**src/rtl/cache_access_controller.sv**
```systemverilog
// Sequencer for the direct-mapped write-through data cache and its fixed-latency line-wide memory.
// Optional read hit/miss statistics are built only when CACHE_STATS_EN is defined.
module cache_access_controller #(
  parameter int MEM_LATENCY = 4,
  parameter int CNT_W       = 3
) (
  input  logic        clk,
  input  logic        rst_n,
  input  logic        MemRead,
  input  logic        MemWrite,
  input  logic        hit,
  output logic        stall,
  output logic        mem_rd_en,
  output logic        mem_wr_en,
  output logic        cache_refill,
  output logic        cache_wr,
  output logic [15:0] hit_count,
  output logic [15:0] miss_count
);

  typedef enum logic [1:0] {
    S_IDLE      = 2'd0,
    S_READ_MISS = 2'd1,
    S_WRITE_MEM = 2'd2
  } state_t;

  localparam logic [CNT_W-1:0] LAST_CNT = CNT_W'(MEM_LATENCY - 1);

  state_t           r_state;
  state_t           w_next;
  logic [CNT_W-1:0] r_cnt;
  logic             w_last;
  logic             w_idle;
  logic             w_start_write;
  logic             w_start_miss;
  logic             w_read_hit;

  assign w_last        = (r_cnt == LAST_CNT);
  assign w_idle        = (r_state == S_IDLE);
  // Stores win over loads when both are requested in the same cycle.
  assign w_start_write = w_idle && MemWrite;
  assign w_start_miss  = w_idle && !MemWrite && MemRead && !hit;
  assign w_read_hit    = w_idle && !MemWrite && MemRead && hit;

  always_ff @(posedge clk or negedge rst_n) begin
    if (!rst_n) begin
      r_state <= S_IDLE;
      r_cnt   <= '0;
    end else begin
      r_state <= w_next;
      if (!w_idle && !w_last) begin
        r_cnt <= r_cnt + 1'b1;
      end else begin
        r_cnt <= '0;
      end
    end
  end

  always_comb begin
    w_next = r_state;
    case (r_state)
      S_IDLE: begin
        if (w_start_write) begin
          w_next = S_WRITE_MEM;
        end else if (w_start_miss) begin
          w_next = S_READ_MISS;
        end
      end
      S_READ_MISS: if (w_last) w_next = S_IDLE;
      S_WRITE_MEM: if (w_last) w_next = S_IDLE;
      default:     w_next = S_IDLE;
    endcase
  end

  // Outputs are qualified by rst_n so an asserted reset silences them combinationally.
  always_comb begin
    stall        = 1'b0;
    mem_rd_en    = 1'b0;
    mem_wr_en    = 1'b0;
    cache_refill = 1'b0;
    cache_wr     = 1'b0;
    if (rst_n) begin
      case (r_state)
        S_IDLE: begin
          if (w_start_write) begin
            stall    = 1'b1;
            cache_wr = hit;
          end else if (w_start_miss) begin
            stall = 1'b1;
          end
        end
        S_READ_MISS: begin
          stall        = 1'b1;
          mem_rd_en    = 1'b1;
          cache_refill = w_last;
        end
        S_WRITE_MEM: begin
          stall     = !w_last;
          mem_wr_en = 1'b1;
        end
        default: ;
      endcase
    end
  end

`ifdef CACHE_STATS_EN
  logic [15:0] r_hit_count;
  logic [15:0] r_miss_count;
  logic        r_after_refill;

  // The lookup right after a refill is the replay of the missed load, not a new hit.
  always_ff @(posedge clk or negedge rst_n) begin
    if (!rst_n) begin
      r_hit_count    <= '0;
      r_miss_count   <= '0;
      r_after_refill <= 1'b0;
    end else begin
      if (w_read_hit && !r_after_refill && (r_hit_count != 16'hFFFF)) begin
        r_hit_count <= r_hit_count + 16'd1;
      end
      if (w_start_miss && (r_miss_count != 16'hFFFF)) begin
        r_miss_count <= r_miss_count + 16'd1;
      end
      if (cache_refill) begin
        r_after_refill <= 1'b1;
      end else if (w_idle) begin
        r_after_refill <= 1'b0;
      end
    end
  end

  assign hit_count  = r_hit_count;
  assign miss_count = r_miss_count;
`else
  assign hit_count  = 16'h0;
  assign miss_count = 16'h0;
`endif

endmodule

```
**config.mk**
```make
export PLATFORM = sky130hd
export DESIGN_NAME = cache_access_controller
export DESIGN_NICKNAME = d
export VERILOG_FILES = /design/src/rtl/cache_access_controller.sv
export SDC_FILE = /design/constraint.sdc
export NUM_CORES = 1
export LEC_CHECK = 0
export ABC_AREA = 1
export BUFFER_PORTS_ARGS = -buffer_cell sky130_fd_sc_hd__buf_2
export CAP_MARGIN = 5
export CORE_MARGIN = 5
export CORE_UTILIZATION = 43
export DETAILED_ROUTE_END_ITERATION = 10
export GPL_TIMING_DRIVEN = 0
export HOLD_SLACK_MARGIN = 0.12
export PLACE_DENSITY = 0.82
export SYNTH_ARGS = -nofsm -noshare
export SYNTH_HDL_FRONTEND = slang
export SYNTH_SLANG_ARGS = --single-unit
export TNS_END_PERCENT = 10
```
**constraint.sdc**
```tcl
create_clock -name clk -period 2.7 [get_ports clk]
set_clock_uncertainty 0.2 [all_clocks]
set_input_delay 0 -clock clk [delete_from_list [all_inputs] [get_ports clk]]
set_output_delay 0 -clock clk [all_outputs]
set_load 0.01 [all_outputs]
```
==> results of run 1 <==
## power groups by stage
stage,registers (mW),clock network (mW),logic (mW)
finish,0.118,0.0853,0.278
global route,0.121,0.0973,0.314
CTS,0.118,0.0896,0.276
detailed placement,0.119,0,0.255
global placement,0.116,0,0.243
floorplan,0.114,0,0.209
## state kept, by name, summed over array words and instances (netlist names)
name     cells
r_state      2
r_cnt        3
## synth_stat cells (all sizes together)
cell type / n
inv: 12
a21boi: 1
nand2: 12
conb: 1
nor2: 8
buf: 32
ha: 6
or2: 1
nand3: 2
dfrtp: 5
a21oi: 1
## cell families after synthesis
group / after synthesis / share of synthesized area (%)
other: 1 / 0.6192
buffers and inverters: 44 / 47.11
AND/OR/NAND/NOR: 23 / 17.15
flip-flops: 5 / 20.66
adder cells (fa/ha/maj): 6 / 12.40
AO/OA/AOI/OAI: 2 / 2.066
## per-stage QoR
step	power, mW	setup slack, ps	instances	cell area [um^2]
3_3_place_gp	0.3593	1279	136	785.8
2_1_floorplan	0.3229	1346	112	721.9
3_5_place_dp	0.3737	1189	136	785.8
5_1_grt	0.5326	471.7	146	872.1
6_report	0.4814	538.4	146	872.1
4_1_cts	0.4838	556.5	146	872.1
## placed cells by master (no fill, tap or decap), drive strengths merged
cell type / count
buf: 41
conb: 32
inv: 12
nand2: 12
nor2: 8
ha: 6
dlygate4sd3: 6
dfrtp: 5
clkbuf: 4
nand3: 2
or2: 1
a21oi: 1
a21boi: 1
## worst max path at each step
| stage | startpoint | to | slack, ps | cells past startpoint |
|---|---|---|---|---|
| floorplan | r_cnt[0] | r_state[0] | 1350 | 6 |
| global placement | r_cnt[0] | r_state[0] | 1280 | 6 |
| CTS | hit | r_state[1] | 560 | 8 |
| finish | hit | r_state[1] | 540 | 8 |
| detailed placement | r_cnt[0] | r_state[0] | 1190 | 6 |
| global route | hit | r_state[1] | 470 | 8 |
## layout make-up
class / instances / area, um^2 / area share [%]
inverters: 12 / 45.04 / 5.165
clock buffers: 4 / 26.28 / 3.013
plain buffers: 32 / 240.2 / 27.55
multi-input cells: 63 / 311.5 / 35.72
repair buffers: 15 / 105.1 / 12.05
flip-flops and latches: 5 / 125.1 / 14.35
well taps: 15 / 18.77 / 2.152
## routing by layer
layer  track usage (%)  vias up  share of wire, %
met5                 0        -                 0
met3             1.128        0                16
met4             6.630        0                 0
met2             20.86       23                54
met1             9.932      200                31
li1                  -      274                 -
## critical path: stages
cell           delay, ps
dlygate4sd3_1        530
buf_2                130
nor2_1               120
dlygate4sd3_1        560
nand2_1               60
nand3_1               70
nand2_1               60
dlygate4sd3_1        560
==> metrics.yaml, run 1 <==
global_routing:
  grt_pass1_wl_um: 1669
  grt_use_total_pct: 10.51
  grt_max_degree: 6
  grt_pass1_vias: 425
  grt_overflow: 0
  antenna_found_initial: 0
sta:
  finalHoldViolations: 0
  rsz0062_at_grt: "false"
  report.final.slew_viol_count: 0
  setup_tns_ps: 0
  setup_viol: 0
  fin_crit_ps: 2162
  fmax_ghz: 0.4626
  hold-worst-slack_ps: 199.8
  fin_crit_sh_pct: 80.06
logic_synthesis:
  syn_area_um2: 605.6
  syn_area_per_cell_um2: 7.476
  synth_seq_cells: 5
  ys_top_cells_by_area: "buf_4, dfrtp_1, ha_1"
  synth_top_area_cell: "buf_4"
  synth.distinct_cells: 14
  synth_top_area_share_pct: 39.67
  ys_warn_count: 0
  syn_inst: 81
  ys_seq_area_share_pct: 20.66
min_path:
  worstHoldPathCells: 6
  hp-start: "MemRead"
  whs_endpoint: "stall"
  min_path_type: "in2out"
power:
  pwr-share-seq_pct: 24.5
  p_per_area_nw_per_um2: 552.0
  p_clk_share_pct: 17.7
  p_sw_uw: 194.1
  peakVddDrop_v: 0.0003925
  comb_power_share_pct: 57.8
  p_leak_nw: 0.5792
  p_sw_share_pct: 40.31
  p_int_uw: 287.4
layout:
  drive_above_1_share_pct: 38.17
  fin_nets: 143
  nFillCells: 129
  diodes: 0
  area_growth_pct: 44.01
  finish.utilization_pct: 66.19
critical_path:
  r2r-start: "r_cnt[0]"
  worstPathRequired_ps: 2610
  r2r_setup_slack_ps: 710
  r2r-end: "r_state[1]"
  path_class: "in2reg"
  crit_path_start_kind: "input port"
  cp-end-kind: "register"
  crit_fanout: 2
  arrival_ps: 2080
  reg2reg_depth: 8
job:
  maxCapViolations: 0
floorplan:
  rows: 13
  dieArea_um2: 2259
  fp.dieH_um: 47.53
  ios: 42
  die_w_um: 47.53
  fp.coreArea_um2: 1318
  start_util_pct: 45.96
detailed_routing:
  drt_iter0_drc: 0
  ant_nets: 0
  vias: 497
  drt-wirelength-per-cell_um: 7.521
  drc_errors: 0
  first_pass_iters: 1
  wl_um: 1098
  routed_via_density: 3.404
clock_network:
  cts_tree: "built"
  cts_made_buffers: 3
  cts-hold-fix-buffers: 6
  cts_max_path_buffers: 2
  cts_resized: 0
  cts_root_buffer: "clkbuf_4"
  cts.sinks: 5
  insertion_delay_ps: 240
  cts.reportedPaths.clkPinSlew_ps: 40
  htreeDepth: 1
  post_cts_buffers: 0
placement:
  place.gp.congestion: 0.7189
  io_buffers: 9
  hpwl_um: 947.6
status:
  status: "finished, final reports clean"
Power figures use the tool's default switching activity.
==> inputs of run 2 (changes only) <==
--- a/config.mk
+++ b/config.mk
@@ -5,15 +5,15 @@
 export SDC_FILE = /design/constraint.sdc
 export NUM_CORES = 1
 export LEC_CHECK = 0
-export ABC_AREA = 1
+export ABC_AREA = 0
 export BUFFER_PORTS_ARGS = -buffer_cell sky130_fd_sc_hd__buf_2
 export CAP_MARGIN = 5
 export CORE_MARGIN = 5
-export CORE_UTILIZATION = 43
+export CORE_UTILIZATION = 36
 export DETAILED_ROUTE_END_ITERATION = 10
 export GPL_TIMING_DRIVEN = 0
 export HOLD_SLACK_MARGIN = 0.12
-export PLACE_DENSITY = 0.82
+export PLACE_DENSITY = 0.74
 export SYNTH_ARGS = -nofsm -noshare
 export SYNTH_HDL_FRONTEND = slang
 export SYNTH_SLANG_ARGS = --single-unit
==> constraint.sdc (replaced) <==
create_clock -name clk -period 1.96 [get_ports clk]
set_clock_uncertainty 0.2 [all_clocks]
set_input_delay 0 -clock clk [delete_from_list [all_inputs] [get_ports clk]]
set_output_delay 0 -clock clk [all_outputs]
set_load 0.01 [all_outputs]
==> run 2 against run 1 <==
Count of clock-buffer cells in the layout unchanged. Critical path depth decreased by 2. Cell area decreased by 2.7%. Largest power group unchanged.
==> metrics.yaml, run 2 <==
status:
  status: "finished, final reports clean"
power:
  peakVddDrop_v: 0.0002987
  p_leak_nw: 0.5356
  p_per_area_nw_per_um2: 760.1
layout:
  final_cells: 132
  nFillCells: 150
  largest_register_ffs: 3
  area_growth_pct: 43.64
  drive_above_1_share_pct: 43.10
  fin_nets: 128
  top_register: "r_cnt"
  reg_top3: "r_cnt x3, r_state x2"
  final_cell_mix: "buf_4, conb_1, buf_2, ha_1"
  diodes: 0
clock_network:
  cts_max_path_buffers: 2
  insertion_delay_ps: 230
  post_cts_buffers: 0
  cts_resized: 0
  cts_root_buffer: "clkbuf_4"
  cts.reportedPaths.clkPinSlew_ps: 40
  htreeDepth: 1
  cts_tree: "built"
  cts.sinks: 5
  cts_made_buffers: 3
logic_synthesis:
  synth_edf_count: 0
  ys.flop_type: "dfrtp_1"
  yosys.area_share.xor_xnor_pct: 0
  syn_area_um2: 590.6
  syn_area_per_cell_um2: 8.814
  synthMuxAreaShare_pct: 0
  synth.distinct_cells: 20
  synth_top_area_cell: "buf_4"
  synth_common_cells: "buf_4, ha_1, dfrtp_1"
  syn_inst: 67
  ys_warn_count: 0
  synth-compound-area-share_pct: 8.686
  ys_top_cells_by_area: "buf_4, dfrtp_1, ha_1"
  postSynth.asyncResetShare_pct: 100.0
  synth_seq_cells: 5
  synth-adder-area-share_pct: 12.71
  synth_top_area_share_pct: 40.68
  synth-simple-area-share_pct: 12.92
  synth_top_family_by_area: "buffers and inverters"
  synth_most_common_cell: "buf_4"
  ys_seq_area_share_pct: 21.19
placement:
  hpwl_um: 922.7
  place.gp.congestion: 0.6522
  dp.cells: 123
  io_buffers: 9
critical_path:
  cp-startpoint: "r_cnt[0]"
  r2r-start: "r_cnt[0]"
  crit_fanout: 5
  max_stage_delay_ps: 370
  crit_path_start_kind: "register"
  arrival_ps: 1470
  crit_chain: "ha_1, ha_1, inv_1, a21oi_1, a21oi_1, buf_2"
  cpMaxStageDelayCell: "dfrtp_1"
  path_class: "reg2out"
  worstPathRequired_ps: 1760
  cp-end-kind: "primary output"
sta:
  rsz0062_at_grt: "false"
  finalHoldViolations: 0
  fin_crit_ps: 1669
  report.final.slew_viol_count: 0
  fmax_ghz: 0.5991
  setup_tns_ps: 0
  setup_viol: 0
  fin_crit_sh_pct: 85.16
min_path:
  hp-start: "hit"
  min_path_type: "in2out"
floorplan:
  start_util_pct: 38.75
  rows: 14
  dieArea_um2: 2550
  fp.dieH_um: 50.50
  die_w_um: 50.50
  ios: 42
  fp.coreArea_um2: 1524
detailed_routing:
  ant_nets: 0
  drt-wirelength-per-cell_um: 8.220
  drc_errors: 0
  vias: 463
  drt_iter0_drc: 0
  first_pass_iters: 1
  wl_um: 1085
  routed_via_density: 3.508
global_routing:
  antenna_found_initial: 0
  grt_pass1_vias: 424
  grt_pass1_wl_um: 1656
  grt_max_degree: 7
  grt_use_total_pct: 8.403
  grt_overflow: 0
job:
  maxCapViolations: 0
## run 2: changes by cell type after synthesis, sizes merged, moves of 2 or more
cell / delta
nand3: -2
nor2: -8
nand2b: +2
and2: +2
and3: +2
o21ai: +3
nand2: -11
inv: -7
nor3: +2
## run 2: timing repair
action	in CTS	in global routing
endpoints found under the hold margin	7	0
hold buffers	5	0
endpoints found under the setup margin	0	0
## run 2: cells by family (layout without fill, tap and decap cells)
logic type,after synthesis,after routing
AO/OA/AOI/OAI,7,7
adder cells (fa/ha/maj),6,6
buffers and inverters,37,55
flip-flops,5,5
other,1,32
AND/OR/NAND/NOR,11,11
## run 2: stage by stage
stage               hold WS (ps)  util, %  cell area (um^2)  power, mW  setup slack, ps
floorplan                 -495.6        -             706.9     0.4545            476.1
global placement          -356.9    50.66             772.0     0.5057            436.3
detailed placement        -348.4    50.66             772.0     0.5217            417.4
CTS                        191.5    55.67             848.3     0.6511            280.2
global route               218.1    55.67             848.3     0.7049            154.4
finish                     190.4    55.67             848.3     0.6448            290.8
## run 2: critical path, delay by kind of cell, from the launching register on
kind / cells / cell delay (ps)
AO/OA/AOI/OAI: 2 / 190
buffers and inverters: 2 / 240
flip-flops: 1 / 370
adder cells (fa/ha/maj): 2 / 430
## run 2: power breakdown
| group | switching (mW) | internal [mW] | total (mW) |
|---|---|---|---|
| Clock | 0.0398 | 0.0768 | 0.117 |
| Combinational | 0.182 | 0.182 | 0.364 |
| Sequential | 0.0245 | 0.140 | 0.165 |
| Total | 0.246 | 0.399 | 0.645 |
## run 2: layout make-up
class                           instances  area (um^2)  share of cell area, %
Timing Repair Buffer                   14        95.09                  11.21
Clock buffer                            4        26.28                  3.097
Buffer                                 32        240.2                  28.32
Sequential cell                         5        125.1                  14.75
Multi-Input combinational cell         56        322.8                  38.05
Inverter                                5        18.77                  2.212
Tap cell                               16        20.02                  2.360
## run 2: final timing paths
path / end / slack (ps) / cells after the start
worst min-delay path: cache_wr / 190 / 3
worst max register to register: r_state[1] / 410 / 4
worst max-delay path: stall / 290 / 6
max in group asynchronous: r_cnt[2] / 800 / 3
worst min register to register: r_cnt[0] / 240 / 1
min in group asynchronous: r_state[1] / 560 / 3
## run 2: routing by layer
layer | track usage (%) | part of all wire [%] | vias up
met5 | 0 | 0 | -
met4 | 3.830 | 0 | 0
met3 | 3.846 | 15 | 0
met2 | 13.64 | 49 | 25
met1 | 9.269 | 36 | 189
li1 | - | - | 249
==> inputs of run 3 (changes only) <==
==> constraint.sdc (replaced) <==
create_clock -name clk -period 1.96 [get_ports clk]
set_clock_uncertainty 0.2 [all_clocks]
set_input_delay 0.392 -clock clk [delete_from_list [all_inputs] [get_ports clk]]
set_output_delay 0.392 -clock clk [all_outputs]
set_load 0.01 [all_outputs]
==> run 3 against run 2 <==
Sequential power hardly changed. Sequential share of layout area down 0.24 points. Setup slack worse by 280 ps. Cell area grew 1.6%. Wire length increased by 2.1%. Cell count down 0.76%. Fmax is 14% lower. Clock power barely moved. Via count grew 0.43%. Highest routed layer unchanged.
==> metrics.yaml, run 3 (synthesis results as in run 2) <==
global_routing:
  grt_pass1_vias: 420
  grt_overflow: 0
  grt_pass1_wl_um: 1600
  grt_max_degree: 7
  grt_use_total_pct: 8.163
  antenna_found_initial: 0
critical_path:
  reg2reg_depth: 5
  worstPathRequired_ps: 1370
  arrival_ps: 1360
  r2r_setup_slack_ps: 390
  r2r-start: "r_cnt[0]"
  crit_fanout: 4
  cp-startpoint: "r_cnt[0]"
  path_class: "reg2out"
  crit_path_start_kind: "register"
  r2r-end: "r_state[1]"
  endpoint: "stall"
  cp-end-kind: "primary output"
job:
  maxCapViolations: 0
detailed_routing:
  routed_via_density: 3.550
  drc_errors: 0
  first_pass_iters: 2
  vias: 465
  drt_iter0_drc: 1
  ant_nets: 0
  wl_um: 1108
  drt-wirelength-per-cell_um: 8.458
power:
  power_uw: 713.1
  p_per_area_nw_per_um2: 827.2
  p_leak_nw: 0.5319
  peakVddDrop_v: 0.0003285
clock_network:
  cts.sinks: 5
  insertion_delay_ps: 240
  cts_max_path_buffers: 2
  cts_made_buffers: 3
  cts.reportedPaths.clkPinSlew_ps: 40
  htreeDepth: 1
  cts_tree: "built"
  cts_root_buffer: "clkbuf_4"
layout:
  largest_register_ffs: 3
  fin_nets: 127
  area_growth_pct: 45.97
  diodes: 0
  top_register: "r_cnt"
  drive_above_1_share_pct: 52.17
  nFillCells: 154
  final_cell_mix: "buf_4, conb_1, buf_2, dfrtp_1, inv_2"
  reg_top3: "r_cnt x3, r_state x2"
  final_common_cell: "buf_4"
placement:
  pre_cts_ws_ps: 152.9
  place.gp.congestion: 0.6522
  io_buffers: 9
  hpwl_um: 922.7
status:
  status: "finished, final reports clean"
sta:
  setup_ws_ps: 12.16
  setup_viol: 0
  rsz0062_at_grt: "true"
  finalHoldViolations: 0
  fin_crit_sh_pct: 99.38
  fmax_ghz: 0.5134
  report.final.slew_viol_count: 0
  fin_crit_ps: 1948
floorplan:
  fp.coreArea_um2: 1524
  die_w_um: 50.50
  start_util_pct: 38.75
  ios: 42
  fp.dieH_um: 50.50
  dieArea_um2: 2550
  rows: 14
min_path:
  min_path_type: "reg2reg"
==> run 3: cell types whose count changed in the layout (fill, tap and decap cells not counted), sizes merged <==
cell,before,now
buf,41,44
dlygate4sd3,5,1
==> run 3: worst min path at each step <==
stage	start	endpoint	slack, ps	depth (start not counted)
floorplan	rst_n	r_cnt[0]	-100	0
global placement	rst_n	r_state[0]	40	1
detailed placement	rst_n	r_cnt[2]	40	1
CTS	r_cnt[0]	r_cnt[0]	240	1
global route	r_cnt[0]	r_cnt[0]	250	1
finish	r_cnt[0]	r_cnt[0]	240	1
==> run 3: worst max-delay path: stages, from the launching register on <==
cell and delay (ps):
dfrtp_1 380, ha_2 190, ha_4 170, inv_2 60, a21oi_2 40, a21oi_1 140, buf_2 150
==> run 3: cell type report <==
type,instances,area (um^2),share of cell area (%)
Buffer,32,240.2,27.87
Multi-Input combinational cell,56,354.1,41.07
Timing Repair Buffer,13,77.57,8.999
Clock buffer,4,26.28,3.048
Tap cell,16,20.02,2.322
Sequential cell,5,125.1,14.51
Inverter,5,18.77,2.177
==> run 3: power breakdown <==
group | leakage, nW | internal (mW) | switching [mW] | total (mW)
registers | 0.0655 | 0.140 | 0.0275 | 0.168
clock network | 0.0150 | 0.0768 | 0.0401 | 0.117
logic | 0.451 | 0.228 | 0.201 | 0.428
==> run 3: timing repair <==
action,CTS,global route
resized for setup,7,2
pin swaps,0,4
hold buffers,1,0
endpoints found under the setup margin,3,2
hold endpoints to repair,5,0
buffers inserted,0,3
==> run 3: metal layers <==
metal	track usage, %	vias to the layer above	share of wire (%)
met5	0	-	0
met4	3.830	0	0
met3	3.846	0	15
met2	13.22	27	49
met1	8.913	193	36
li1	-	245	-
==> run 3: stage by stage <==
stage / cells / setup TNS, ps / hold slack, ps / instance area [um^2] / util (%)
2_1_floorplan: 98 / 0 / -103.6 / 706.9 / -
3_3_place_gp: 123 / 0 / 35.15 / 772.0 / 50.66
3_5_place_dp: 123 / 0 / 43.65 / 772.0 / 50.66
4_1_cts: 128 / 0 / 243.6 / 835.8 / 54.84
5_1_grt: 131 / -54.08 / 254.6 / 862.1 / 56.57
6_report: 131 / 0 / 241.9 / 862.1 / 56.57
